<file path="config.mk">
export PLATFORM = sky130hd
export DESIGN_NAME = wb_arbiter_flat
export DESIGN_NICKNAME = d
export VERILOG_FILES = /design/src/rtl/wb_arbiter_pkg.sv /design/src/rtl/wb_arbiter_if.sv /design/src/rtl/wb_fifo.sv /design/src/rtl/wb_arbiter.sv /design/src/flat_wrapper.sv
export SDC_FILE = /design/constraint.sdc
export NUM_CORES = 1
export LEC_CHECK = 0
export ABC_CLOCK_PERIOD_IN_PS = 5850
export CELL_PAD_IN_SITES_DETAIL_PLACEMENT = 1
export CELL_PAD_IN_SITES_GLOBAL_PLACEMENT = 2
export CORE_MARGIN = 8
export CORE_UTILIZATION = 45
export DETAILED_ROUTE_END_ITERATION = 8
export DONT_BUFFER_PORTS = 1
export PLACE_DENSITY_LB_ADDON = 0.1
export SLEW_MARGIN = 30
export SYNTH_ARGS = -nofsm -noshare
export SYNTH_HDL_FRONTEND = slang
export SYNTH_SLANG_ARGS = --single-unit
export TNS_END_PERCENT = 5
</file>
<file path="constraint.sdc">
create_clock -name clk -period 5.85 [get_ports clk]
set_clock_uncertainty 0.1 [all_clocks]
set_input_delay 1.17 -clock clk [delete_from_list [all_inputs] [get_ports clk]]
set_output_delay 1.17 -clock clk [all_outputs]
set_load 0.005 [all_outputs]
</file>
<file path="src/rtl/wb_arbiter_pkg.sv">
// Shared writeback defines: pipe count/IDs, register index width, buffer depth
// and the register-file write grouping.
package wb_arbiter_pkg;
    localparam int NUM_EXE_PIPES = 4;
    localparam int EXE_PIPE_ID_0 = 0;
    localparam int EXE_PIPE_ID_1 = 1;
    localparam int EXE_PIPE_ID_2 = 2;
    localparam int EXE_PIPE_ID_3 = 3;
    localparam int REG_WIDTH     = 5;
    localparam int XLEN          = 32;
    localparam int WB_FIFO_DEPTH = 2;

    typedef struct packed {
        logic                 wr_en;
        logic [REG_WIDTH-1:0] rd;
        logic [XLEN-1:0]      data;
    } wb_ix_inf_t;
endpackage

</file>
<file path="src/rtl/wb_arbiter_if.sv">
// Pipe-to-writeback bus: per-pipe result handshake in, register-file write out.
interface wb_arbiter_if #(
    parameter int NUM_PIPES  = 4,
    parameter int DATA_WIDTH = 32,
    parameter int REG_WIDTH  = 5
);
    logic [NUM_PIPES-1:0]            pipe_valid;
    logic [NUM_PIPES-1:0]            pipe_ready;
    logic [NUM_PIPES-1:0]            pipe_wr_en;
    logic [NUM_PIPES*REG_WIDTH-1:0]  pipe_rd;
    logic [NUM_PIPES*DATA_WIDTH-1:0] pipe_data;
    logic                            wb_wr_en;
    logic [REG_WIDTH-1:0]            wb_rd;
    logic [DATA_WIDTH-1:0]           wb_wr_data;
    logic [NUM_PIPES-1:0]            wb_grant;

    modport slave (
        input  pipe_valid, pipe_wr_en, pipe_rd, pipe_data,
        output pipe_ready, wb_wr_en, wb_rd, wb_wr_data, wb_grant
    );
    modport master (
        output pipe_valid, pipe_wr_en, pipe_rd, pipe_data,
        input  pipe_ready, wb_wr_en, wb_rd, wb_wr_data, wb_grant
    );
endinterface

</file>
<file path="src/rtl/wb_fifo.sv">
// Per-pipe writeback buffer. Ready is !full only: a same-cycle pop does not
// open a slot for the push, keeping the ready path free of arbiter logic.
module wb_fifo import wb_arbiter_pkg::*; #(
    parameter int DATA_WIDTH = 32,
    parameter int REG_WIDTH  = wb_arbiter_pkg::REG_WIDTH,
    parameter int DEPTH      = WB_FIFO_DEPTH
) (
    input  logic                  clk,
    input  logic                  rst,
    input  logic                  i_push,
    input  logic                  i_wr_en,
    input  logic [REG_WIDTH-1:0]  i_rd,
    input  logic [DATA_WIDTH-1:0] i_data,
    input  logic                  i_pop,
    output logic                  o_ready,
    output logic                  o_empty,
    output logic                  o_wr_en,
    output logic [REG_WIDTH-1:0]  o_rd,
    output logic [DATA_WIDTH-1:0] o_data
);
    localparam int PTR_W = $clog2(DEPTH);
    localparam int CNT_W = PTR_W + 1;
    localparam int ENT_W = 1 + REG_WIDTH + DATA_WIDTH;

    logic [PTR_W-1:0] r_wptr, r_rptr;
    logic [CNT_W-1:0] r_count;
    logic [ENT_W-1:0] r_mem [DEPTH];
    logic             w_full, w_push, w_pop;

    assign w_full  = (r_count == CNT_W'(DEPTH));
    assign o_empty = (r_count == '0);
    assign o_ready = !w_full;
    assign w_push  = i_push && !w_full;
    assign w_pop   = i_pop && !o_empty;
    assign {o_wr_en, o_rd, o_data} = r_mem[r_rptr];

    // DEPTH is a power of two, so pointer wrap is natural overflow
    always_ff @(posedge clk or posedge rst) begin
        if (rst) begin
            r_wptr  <= '0;
            r_rptr  <= '0;
            r_count <= '0;
        end else begin
            if (w_push) r_wptr <= r_wptr + 1'b1;
            if (w_pop)  r_rptr <= r_rptr + 1'b1;
            case ({w_push, w_pop})
                2'b10:   r_count <= r_count + 1'b1;
                2'b01:   r_count <= r_count - 1'b1;
                default: r_count <= r_count;
            endcase
        end
    end

    always_ff @(posedge clk) begin
        if (w_push) r_mem[r_wptr] <= {i_wr_en, i_rd, i_data};
    end
endmodule

</file>
<file path="src/rtl/wb_arbiter.sv">
// Writeback arbiter: buffers each exe pipe's results and retires one per cycle
// into the register file. Fixed priority by default; WB_ARB_RR_EN selects round-robin.
module wb_arbiter import wb_arbiter_pkg::*; #(
    parameter int NUM_PIPES  = NUM_EXE_PIPES,
    parameter int DATA_WIDTH = 32,
    parameter int REG_WIDTH  = wb_arbiter_pkg::REG_WIDTH,
    parameter int FIFO_DEPTH = WB_FIFO_DEPTH
) (
    input logic          clk,
    input logic          rst,
    wb_arbiter_if.slave  bus
);
    localparam int SEL_W = (NUM_PIPES > 1) ? $clog2(NUM_PIPES) : 1;

    logic [NUM_PIPES-1:0]  w_empty;
    logic [NUM_PIPES-1:0]  w_pop;
    logic                  w_head_we   [NUM_PIPES];
    logic [REG_WIDTH-1:0]  w_head_rd   [NUM_PIPES];
    logic [DATA_WIDTH-1:0] w_head_data [NUM_PIPES];
    logic                  w_sel_vld;
    logic [SEL_W-1:0]      w_sel;

    logic                  r_wr_en;
    logic [REG_WIDTH-1:0]  r_rd;
    logic [DATA_WIDTH-1:0] r_data;
    logic [NUM_PIPES-1:0]  r_grant;

    for (genvar i = 0; i < NUM_PIPES; i++) begin : g_pipe
        wb_fifo #(
            .DATA_WIDTH (DATA_WIDTH),
            .REG_WIDTH  (REG_WIDTH),
            .DEPTH      (FIFO_DEPTH)
        ) u_fifo (
            .clk     (clk),
            .rst     (rst),
            .i_push  (bus.pipe_valid[i]),
            .i_wr_en (bus.pipe_wr_en[i]),
            .i_rd    (bus.pipe_rd[i*REG_WIDTH +: REG_WIDTH]),
            .i_data  (bus.pipe_data[i*DATA_WIDTH +: DATA_WIDTH]),
            .i_pop   (w_pop[i]),
            .o_ready (bus.pipe_ready[i]),
            .o_empty (w_empty[i]),
            .o_wr_en (w_head_we[i]),
            .o_rd    (w_head_rd[i]),
            .o_data  (w_head_data[i])
        );
        assign w_pop[i] = w_sel_vld && (w_sel == SEL_W'(i));
    end

`ifdef WB_ARB_RR_EN
    logic [SEL_W-1:0] r_rr_ptr;
    logic [SEL_W-1:0] w_cand;

    // Search begins one past the last granted pipe
    always_comb begin
        w_sel_vld = 1'b0;
        w_sel     = '0;
        w_cand    = '0;
        for (int k = 1; k <= NUM_PIPES; k++) begin
            w_cand = SEL_W'((int'(r_rr_ptr) + k) % NUM_PIPES);
            if (!w_sel_vld && !w_empty[w_cand]) begin
                w_sel_vld = 1'b1;
                w_sel     = w_cand;
            end
        end
    end

    always_ff @(posedge clk or posedge rst) begin
        if (rst)            r_rr_ptr <= SEL_W'(NUM_PIPES - 1);
        else if (w_sel_vld) r_rr_ptr <= w_sel;
    end
`else
    // Descending scan so the lowest non-empty index is the final assignment
    always_comb begin
        w_sel_vld = 1'b0;
        w_sel     = '0;
        for (int i = NUM_PIPES - 1; i >= 0; i--) begin
            if (!w_empty[i]) begin
                w_sel_vld = 1'b1;
                w_sel     = SEL_W'(i);
            end
        end
    end
`endif

    always_ff @(posedge clk or posedge rst) begin
        if (rst) begin
            r_wr_en <= 1'b0;
            r_rd    <= '0;
            r_data  <= '0;
            r_grant <= '0;
        end else begin
            r_grant <= w_pop;
            if (w_sel_vld) begin
                r_wr_en <= w_head_we[w_sel] && (w_head_rd[w_sel] != '0);
                r_rd    <= w_head_rd[w_sel];
                r_data  <= w_head_data[w_sel];
            end else begin
                r_wr_en <= 1'b0;
            end
        end
    end

    assign bus.wb_wr_en   = r_wr_en;
    assign bus.wb_rd      = r_rd;
    assign bus.wb_wr_data = r_data;
    assign bus.wb_grant   = r_grant;
endmodule

</file>
<file path="src/flat_wrapper.sv">
// flat-port wrapper written by rule: the top's interface ports become plain ports
module wb_arbiter_flat import wb_arbiter_pkg::*;
#(
    parameter int NUM_PIPES  = NUM_EXE_PIPES,
    parameter int DATA_WIDTH = 32,
    parameter int REG_WIDTH  = wb_arbiter_pkg::REG_WIDTH,
    parameter int FIFO_DEPTH = WB_FIFO_DEPTH
)
  (clk, rst, bus_pipe_valid, bus_pipe_wr_en, bus_pipe_rd, bus_pipe_data, bus_pipe_ready, bus_wb_wr_en, bus_wb_rd, bus_wb_wr_data, bus_wb_grant);
  wb_arbiter_if #(.NUM_PIPES(NUM_PIPES), .DATA_WIDTH(DATA_WIDTH), .REG_WIDTH(REG_WIDTH)) bus_i ();
  input logic clk;
  input logic rst;
  input wire logic [$bits(bus_i.pipe_valid)-1:0] bus_pipe_valid;
  input wire logic [$bits(bus_i.pipe_wr_en)-1:0] bus_pipe_wr_en;
  input wire logic [$bits(bus_i.pipe_rd)-1:0] bus_pipe_rd;
  input wire logic [$bits(bus_i.pipe_data)-1:0] bus_pipe_data;
  output wire logic [$bits(bus_i.pipe_ready)-1:0] bus_pipe_ready;
  output wire logic [$bits(bus_i.wb_wr_en)-1:0] bus_wb_wr_en;
  output wire logic [$bits(bus_i.wb_rd)-1:0] bus_wb_rd;
  output wire logic [$bits(bus_i.wb_wr_data)-1:0] bus_wb_wr_data;
  output wire logic [$bits(bus_i.wb_grant)-1:0] bus_wb_grant;
  assign bus_i.pipe_valid = bus_pipe_valid;
  assign bus_i.pipe_wr_en = bus_pipe_wr_en;
  assign bus_i.pipe_rd = bus_pipe_rd;
  assign bus_i.pipe_data = bus_pipe_data;
  assign bus_pipe_ready = bus_i.pipe_ready;
  assign bus_wb_wr_en = bus_i.wb_wr_en;
  assign bus_wb_rd = bus_i.wb_rd;
  assign bus_wb_wr_data = bus_i.wb_wr_data;
  assign bus_wb_grant = bus_i.wb_grant;
  wb_arbiter #(.NUM_PIPES(NUM_PIPES), .DATA_WIDTH(DATA_WIDTH), .REG_WIDTH(REG_WIDTH), .FIFO_DEPTH(FIFO_DEPTH)) u_core (.clk(clk), .rst(rst), .bus(bus_i));
endmodule
</file>
==> impl_metrics.py <==
metrics = {
    "global_routing": {
        "grt_overflow": 0,
        "antenna_found_initial": 1,
        "grt_max_degree": 59,
        "grt_pass1_vias": 8018,
        "grtUsageTotal_pct": 18.5,
        "grt_pass1_wl_um": 50700,
    },
    "cells_and_area": {
        "filler_cell_count": 2847,
        "final_common_cell": "edfxtp_1",
        "regArea_um2": 10600,
        "drive_gt1_share_pct": 18.2,
        "syn_to_final_growth_pct": 12.0,
        "final_nets": 995,
        "postLayoutCellArea_um2": 15700,
        "final_cell_mix": "edfxtp_1, mux2i_1, nand2_1",
        "multi_input_area_um2": 3250,
        "antennaDiodeCount": 0,
        "stdcell_count": 1260,
    },
    "synthesis": {
        "synth-edff-count": 304,
        "ys_ff_latch": 362,
        "ys.flop_type": "edfxtp_1",
        "synthesis.area_um2": 14000,
        "syn_area_per_cell_um2": 17.0,
        "syn_inst": 826,
        "syn_nets": 988,
        "synth_seq_area_share_pct": 75.4,
        "synth_async_sr_flop_share_pct": 16.0,
        "ys_types": 46,
        "ys.warnings.count": 0,
    },
    "setup_path": {
        "cp_cell_sequence": "or2_2, o21ai_4, nand2_2, buf_4, a211oi_1, a21oi_1, a221o_1",
        "worstSetupPathType": "flop to flop",
        "crit_family": "compound AO/OA/AOI/OAI gates",
        "critPathMaxFanout": 39,
        "critPathLaunchType": "flop",
        "slowest_delay_ns": 0.65,
        "worstSetupEndpointType": "flop",
        "path_buf_inv": 1,
        "crit_slowest_cell": "or2_2",
        "required_ns": 6.15,
        "crit_arrival_ns": 3.48,
    },
    "floorplan": {
        "core_region_area_um2": 30700,
        "die_x_um": 193,
        "dieArea_um2": 37100,
        "chipHeight_um": 193,
        "start_util_pct": 45.8,
        "io_pins": 204,
        "row_count": 64,
    },
    "cts": {
        "cts_buffers": 40,
        "worstSkewPairLatency_ns": 0.52,
        "cts_hold_buf": 0,
        "cts.htree.levels": 2,
        "cts-resized-gates": 0,
        "clk_pin_slew_worst_paths_ns": 0.06,
        "root_buffer": "clkbuf_16",
        "cts_setup_buffers": 0,
        "cts_tree": "done",
        "clock_sinks": 362,
        "cts_buffer_depth": 3,
    },
    "sta": {
        "fin_crit_sh_pct": 54.3,
        "hold_violations": 0,
        "finalSetupViolCount": 0,
        "setup_ws_ns": 2.67,
        "max_slew_margin_pct": 41.1,
        "worstMarginPinSlew_ns": 0.884,
        "drv_slew": 0,
        "rsz0062_at_grt": "false",
        "tns_ns": 0,
        "fin_crit_ns": 3.18,
        "fmax_mhz": 315,
    },
    "drt": {
        "firstDrtPassIters": 4,
        "viasPerCell": 5.63,
        "drc_errors": 0,
        "wl_um": 34500,
        "detail-route-antenna-nets": 0,
        "routedWlPerCell_um": 27.4,
        "num_vias": 7096,
        "drt_iter0_markers": 396,
    },
    "placement": {
        "dp_hpwl_um": 22900,
        "gp_congestion": 0.766,
        "place_ws_ns": 2.61,
        "dp_cells": 1187,
        "placed_cell_area_um2": 14500,
        "portBuffers": 0,
    },
    "pwr": {
        "irDropWorstVdd_v": 0.000351,
        "p_sw_share_pct": 32.4,
        "p_int_uw": 5910,
        "leakagePower_uw": 0.00554,
        "power.switching_uw": 2830,
        "p_per_area_nw_per_um2": 557,
        "p_seq_share_pct": 47.3,
        "combPwrFrac_pct": 25.6,
        "clock_power_share_pct": 27.1,
    },
    "hold_path": {
        "hold_class": "flop to flop",
    },
    "run_status": {
        "outcome": "finished clean",
    },
    "run": {
        "max-cap-violations": 0,
    },
}
==> cell usage after synthesis, types with 5 or more instances <==
master	count	area share, %
edfxtp_1	304	65
mux2i_1	90	6.4
nand2_1	70	1.9
mux2_2	61	4.9
dfrtp_1	58	10
o211ai_1	30	1.6
o221ai_1	30	1.9
o21ai_0	29	1.0
nor2_1	26	0.70
buf_2	20	0.71
clkbuf_1	17	0.45
xnor2_1	14	0.87
o21ai_1	7	0.25
xor2_1	6	0.37
buf_4	5	0.27
o22ai_1	5	0.22
==> registers in the layout (all words and copies together), names as in the netlist <==
register,cells
u_core.bus.wb_grant,4
u_core.bus.wb_rd,5
u_core.bus.wb_wr_data,32
u_core.bus.wb_wr_en,1
u_core.g_pipe.u_fifo.r_count,8
u_core.g_pipe.u_fifo.r_mem,304
u_core.g_pipe.u_fifo.r_rptr,4
u_core.g_pipe.u_fifo.r_wptr,4
==> power groups by stage <==
stage	registers, µW	clock network [µW]	logic (µW)
after global placement	4170	0	2190
after detailed placement	4220	0	2290
after CTS	4170	2430	2310
after global routing	4230	2510	2480
after floorplan	3870	0	1830
final	4140	2370	2240
==> per-layer routing <==
metal	track usage, %	vias up	wire (µm)
met5	0	-	18
met3	8.28	54	3600
li1	-	3218	-
met1	20.0	3630	12500
met2	32.6	192	17600
met4	5.05	2	781
==> final cells by class <==
cell class	instances	area share, %
Clock buffer	55	6.98
Multi-Input combinational cell	414	20.7
Tap cell	396	3.15
Timing Repair Buffer	11	0.653
Clock inverter	18	0.987
Sequential cell	362	67.4
Inverter	4	0.119
==> cell families after synthesis <==
kind of cell	after synthesis	share of synthesized area (%)
compound gates	122	6.23
xor+xnor	20	1.25
fa+ha+maj	4	0.357
buf+inv	50	1.85
flops	362	75.4
mux	151	11.3
simple gates	117	3.62
==> worst reg2reg max path: cells and delay by family (launching register included) <==
kind / cells / cell delay [ns]
compound gates: 4 / 1.08
simple gates: 2 / 1.04
flops: 1 / 0.42
buf+inv: 1 / 0.42
==> final timing paths <==
check / start / endpoint / slack [ns] / cells past startpoint
setup / recovery: u_core.g_pipe[2].u_fifo.r_count[1]$_DFFE_PP0P_ / u_core.bus.wb_wr_data[30]$_DFFE_PP0P_ / 2.67 / 7
hold / removal: u_core.g_pipe[0].u_fifo.r_count[1]$_DFFE_PP0P_ / u_core.g_pipe[0].u_fifo.r_count[1]$_DFFE_PP0P_ / 0.44 / 1
setup reg to reg: u_core.g_pipe[2].u_fifo.r_count[1]$_DFFE_PP0P_ / u_core.bus.wb_wr_data[30]$_DFFE_PP0P_ / 2.67 / 7
hold reg to reg: u_core.g_pipe[0].u_fifo.r_count[1]$_DFFE_PP0P_ / u_core.g_pipe[0].u_fifo.r_count[1]$_DFFE_PP0P_ / 0.44 / 1
max in group asynchronous: rst / u_core.g_pipe[3].u_fifo.r_rptr$_DFFE_PP0P_ / 4.34 / 2
min in group asynchronous: rst / u_core.g_pipe[1].u_fifo.r_rptr$_DFFE_PP0P_ / 0.67 / 2
==> through the flow <==
stage	power, µW	utilization (%)	hold WS (ns)
5_1_grt	9220	51.2	0.478
2_1_floorplan	5700	-	0.360
3_3_place_gp	6360	47.0	0.408
4_1_cts	8900	51.2	0.444
3_5_place_dp	6510	47.2	0.433
6_report	8750	51.2	0.444
Power figures use the tool's default switching activity.
